===== config.mk =====
export PLATFORM = sky130hd
export DESIGN_NAME = uart_tx_frame
export DESIGN_NICKNAME = d
export VERILOG_FILES = /design/src/rtl/uart_pkg.sv /design/src/rtl/parity_calc.sv /design/src/rtl/uart_tx_frame.sv
export SDC_FILE = /design/constraint.sdc
export NUM_CORES = 1
export LEC_CHECK = 0
export BUFFER_PORTS_ARGS = -buffer_cell sky130_fd_sc_hd__buf_2
export CAP_MARGIN = 20
export CORE_MARGIN = 4
export CORE_UTILIZATION = 54
export DETAILED_ROUTE_END_ITERATION = 8
export HOLD_SLACK_MARGIN = 0.02
export PLACE_DENSITY_LB_ADDON = 0.25
export SLEW_MARGIN = 20
export SYNTH_ARGS = -nofsm -noshare
export SYNTH_HDL_FRONTEND = slang
export SYNTH_HIERARCHICAL = 1
export SYNTH_SLANG_ARGS = --single-unit

===== constraint.sdc =====
create_clock -name clk -period 1.8 [get_ports clk]
set_input_delay 0.36 -clock clk [delete_from_list [all_inputs] [get_ports clk]]
set_output_delay 0.36 -clock clk [all_outputs]
set_load 0.02 [all_outputs]

===== src/rtl/uart_pkg.sv =====
// Shared types and constants for the UART transmit framer.
package uart_pkg;

  typedef enum logic [2:0] {
    StIdle,
    StArmed,
    StStart,
    StData,
    StParity,
    StStop
  } tx_state_e;

  localparam logic PAR_EVEN = 1'b0;
  localparam logic PAR_ODD  = 1'b1;

endpackage


===== src/rtl/parity_calc.sv =====
// Combinational parity of a data word; even or odd selected by par_typ_i.
module parity_calc
  import uart_pkg::*;
#(
  parameter int unsigned DATA_W = 8
) (
  input  logic [DATA_W-1:0] data_i,
  input  logic              par_typ_i,
  output logic              par_o
);

  logic red;

  assign red = ^data_i;

  always_comb begin
    par_o = red;
    unique case (par_typ_i)
      PAR_EVEN: par_o = red;
      PAR_ODD:  par_o = ~red;
      default:  par_o = red;
    endcase
  end

endmodule


===== src/rtl/uart_tx_frame.sv =====
// UART transmit framer: start bit, DATA_W data bits LSB first, optional parity, STOP_BITS stops.
module uart_tx_frame
  import uart_pkg::*;
#(
  parameter int unsigned DATA_W    = 8,
  parameter int unsigned STOP_BITS = 1
) (
  input  logic              clk,
  input  logic              rst_n,
  input  logic              baud_tick,
  input  logic [DATA_W-1:0] p_data,
  input  logic              data_valid,
  input  logic              par_en,
  input  logic              par_typ,
  output logic              tx_out,
  output logic              busy
);

  localparam int unsigned     CntW     = $clog2(DATA_W);
  localparam logic [CntW-1:0] LastBit  = CntW'(DATA_W - 1);
  localparam logic            LastStop = (STOP_BITS == 2);

  if (DATA_W < 5 || DATA_W > 9) begin : g_bad_data_w
    $error("uart_tx_frame: DATA_W must be 5..9");
  end
  if (STOP_BITS != 1 && STOP_BITS != 2) begin : g_bad_stop_bits
    $error("uart_tx_frame: STOP_BITS must be 1 or 2");
  end

  tx_state_e       state_q;
  logic [DATA_W-1:0] data_q;
  logic            par_en_q;
  logic            par_typ_q;
  logic [CntW-1:0] bit_cnt_q;
  logic [CntW-1:0] bit_nxt;
  logic            stop_cnt_q;
  logic            tx_q;
  logic            busy_q;
  logic            par_bit;

  assign bit_nxt = bit_cnt_q + CntW'(1);

  parity_calc #(
    .DATA_W (DATA_W)
  ) u_parity_calc (
    .data_i    (data_q),
    .par_typ_i (par_typ_q),
    .par_o     (par_bit)
  );

  // tx_q is loaded with the value of the state being entered, so the line changes
  // exactly on the tick edge that starts each bit.
  always_ff @(posedge clk or negedge rst_n) begin
    if (!rst_n) begin
      state_q    <= StIdle;
      data_q     <= '0;
      par_en_q   <= 1'b0;
      par_typ_q  <= 1'b0;
      bit_cnt_q  <= '0;
      stop_cnt_q <= 1'b0;
      tx_q       <= 1'b1;
      busy_q     <= 1'b0;
    end else begin
      unique case (state_q)
        StIdle: begin
          if (data_valid) begin
            data_q    <= p_data;
            par_en_q  <= par_en;
            par_typ_q <= par_typ;
            busy_q    <= 1'b1;
            state_q   <= StArmed;
          end
        end
        StArmed: begin
          if (baud_tick) begin
            tx_q    <= 1'b0;
            state_q <= StStart;
          end
        end
        StStart: begin
          if (baud_tick) begin
            bit_cnt_q <= '0;
            tx_q      <= data_q[0];
            state_q   <= StData;
          end
        end
        StData: begin
          if (baud_tick) begin
            if (bit_cnt_q == LastBit) begin
              stop_cnt_q <= 1'b0;
              if (par_en_q) begin
                tx_q    <= par_bit;
                state_q <= StParity;
              end else begin
                tx_q    <= 1'b1;
                state_q <= StStop;
              end
            end else begin
              bit_cnt_q <= bit_nxt;
              tx_q      <= data_q[bit_nxt];
            end
          end
        end
        StParity: begin
          if (baud_tick) begin
            stop_cnt_q <= 1'b0;
            tx_q       <= 1'b1;
            state_q    <= StStop;
          end
        end
        StStop: begin
          if (baud_tick) begin
            if (stop_cnt_q == LastStop) begin
              busy_q  <= 1'b0;
              tx_q    <= 1'b1;
              state_q <= StIdle;
            end else begin
              stop_cnt_q <= 1'b1;
            end
          end
        end
        default: begin
          tx_q    <= 1'b1;
          busy_q  <= 1'b0;
          state_q <= StIdle;
        end
      endcase
    end
  end

  assign tx_out = tx_q;
  assign busy   = busy_q;

endmodule

==> impl_results.md <==
- Status: finished, final reports clean
- Crit path DAT: 1.96 ns
- Most frequent cells in the layout: dfrtp_1 (17), buf_2 (15), mux2_2 (12)
- Crit Path Class: reg -> reg
- CTS tree: built
- Vias: 726
- Most used DFF post-synth: dfrtp_1
- Crit start category: register
- Relative slew slack: 72.3%
- Latest clock arrival within the worst-skew pair: 0.29 ns
- Yosys top cell area share: 42.6%
- Full die area: 2600 sq um
- Area of the mapped netlist: 998 sq um
- Initial antenna violation count: 0
- Setup Slack @ Placement: 0.0527 ns
- Worst-Margin Slew: 0.416 ns
- Slew Limit Fails: 0
- Critical path fanouts, max: 2
- First-pass GRT wire length: 3.11 mm
- Clk pwr share: 9.4%
- Switch share: 37.2%
- Comb pwr share: 53.2%
- Number of hold violations in the final report: 0
- DRT iter0 DRCs: 17
- Static Leak: 0.528 nW
- Hold Path Class: in -> reg
- Reg clk slew, reported paths: 0.11 ns
- Top post-synthesis cells by area: dfrtp_1 (43%), mux2_2 (14%), mux4_1 (5.3%), a22o_1 (3.5%), o21ai_0 (3.5%)
- Io pins: 16
- Layout cells sized above 1: 37.5%
- Share of flip-flops with an asynchronous set or reset: 100%
- Final Net Count: 121
- Input/output buffers: 15
- GRT Residual Overflow: 0
- P_sw: 0.826 mW
- Number of max-cap violations: 0
- Tmin final: 1.74 ns
- Ys Warns: 6
- EDFF count, synth: 0
- Tcrit/Tclk final: 96.8%
- Fmax: 574 MHz
- GP Congestion: 0.804
- Sequential power share: 37.4%
- Worst VDD drop: 0.00100 V
- Total power divided by cell area: 1900 nW/um^2
- Final Instance Area: 1170 sq um
- Root Buffer: clkbuf_4
- DRC: 0
- Final Worst Setup Slack: 0.0570 ns
- Most common cell after layout, fill and taps aside: dfrtp_1
- Initial Util: 57.2%
- Synth area leader: dfrtp_1
- Antenna cells: 0
- Syn_nets: 98
- Synthesized flop and latch total: 18
- Core area: 1750 sq um
- Routed vias/inst: 5.63
- GR Util All Layers: 16.4%
- Largest net degree at the start of global routing: 19
- Die W: 51 um
- WP data required: 2.02 ns
- TNS Setup: 0 ns
- Register Area: 452 sq um
- Area grow syn2layout: 16.9%
- Crit. End Element: register
- Final clock skew: 0.00968 ns
- Wire per inst: 14.4 um
- Int Pwr: 1.39 mW
- Power Total: 2.22 mW
- HPWL after DPL: 1.36 mm
- # fillers: 139
- Clk sinks: 18
- Sequential area share after synthesis: 45.2%
- TritonCTS buffer count: 3
- Cells after synthesis: 82
- Area occupied by multi-input gates: 528 sq um
- Synth cell types: 33
- Clk buf depth: 2
- Final ANT Viol Nets: 0
- RSZ-0062 raised after global routing: true
- Util after Layout: 66.9%
- DP Area: 1100 sq um
- Vias in the first global route: 728
- Die span in y: 51 um
- Total routed wirelength: 1.86 mm
- CTS H-tree depth: 1
- TritonRoute pass-1 iters: 4
- Final setup viols: 0
- Syn avg cell area: 12.2 sq um
- Num rows: 15
-- metal layers --
layer	global-route usage, %	routed length [um]
met5	0	0
met3	4.66	89
met4	11.2	33
met1	19.5	856
met2	25.5	884
-- timing repair --
| item | 4_1_cts | 5_1_grt |
|---|---|---|
| endpoints found under the setup margin | 1 | 4 |
| hold buffers | 1 | 0 |
| hold endpoints to repair | 17 | 0 |
| gates resized for setup | 1 | 1 |
| setup buffers | 0 | 2 |
| pin swaps | 0 | 3 |
-- flip-flops by register name, summed over array words and instances (netlist names) --
signal     count
state_q        3
par_en_q       1
data_q         8
busy           1
tx_out         1
par_typ_q      1
bit_cnt_q      3
-- stage by stage --
| step | hold WS, ns | instances |
|---|---|---|
| floorplan | 0.0644 | 82 |
| CTS | 0.275 | 127 |
| finish | 0.286 | 129 |
| global route | 0.273 | 129 |
| detailed placement | 0.311 | 122 |
| global placement | 0.310 | 122 |
-- kinds of logic (layout without fill, tap and decap cells) --
kind of cell | after synthesis | in the layout | synth area share [%]
multiplexers | 14 | 14 | 18.8
flip-flops | 18 | 18 | 45.2
AND/OR/NAND/NOR | 13 | 13 | 7.14
AO/OA/AOI/OAI | 22 | 22 | 14.9
adder cells (fa/ha/maj) | 2 | 2 | 2.51
XOR/XNOR | 7 | 7 | 8.27
buffers and inverters | 6 | 28 | 3.13
-- cells in the mapped netlist (2+ instances only) --
library cell,number
a22o_1,4
mux2_2,12
ha_1,2
a21oi_1,2
o21ai_0,7
inv_1,4
nor2_1,3
xnor2_1,4
nand3b_1,2
dfrtp_1,17
mux4_1,2
nor4_1,2
-- power by group through the flow --
stage               clock network [mW]  registers (mW)  logic (mW)
floorplan                            0           0.782       0.963
global placement                     0           0.830        1.08
CTS                              0.221           0.832        1.13
global route                     0.237           0.865        1.28
detailed placement                   0           0.836        1.11
finish                           0.209           0.831        1.18
-- final cells by class --
type                            instances  share of cell area [%]
Clock buffer                            4                    2.25
Inverter                                4                    1.29
Multi-Input combinational cell         58                    45.2
Sequential cell                        18                    38.7
Tap cell                               25                    2.68
Timing Repair Buffer                   20                    9.86
-- final timing paths --
| kind | startpoint | endpoint | slack (ns) | cells after the start |
|---|---|---|---|---|
| worst max-delay path | data_q[6]$_DFFE_PN0P_ | tx_out$_DFFE_PN1P_ | 0.06 | 7 |
| worst min-delay path | p_data[2] | data_q[2]$_DFFE_PN0P_ | 0.29 | 2 |
| worst max register to register | data_q[6]$_DFFE_PN0P_ | tx_out$_DFFE_PN1P_ | 0.06 | 7 |
| worst min register to register | par_typ_q$_DFFE_PN0P_ | par_typ_q$_DFFE_PN0P_ | 0.54 | 1 |
| max in group asynchronous | rst_n | tx_out$_DFFE_PN1P_ | 0.97 | 2 |
| min in group asynchronous | rst_n | bit_cnt_q[2]$_DFFE_PN0P_ | 0.51 | 2 |
-- worst max-delay path, cell delays in order (launching register included) --
cell and delay [ns]:
dfrtp_1 0.41, xnor2_1 0.18, xnor3_1 0.43, xnor2_1 0.17, inv_1 0.05, a31oi_1 0.15
o21ai_1 0.11, a41oi_2 0.17
Note: power is estimated with default switching activity, not from simulation.
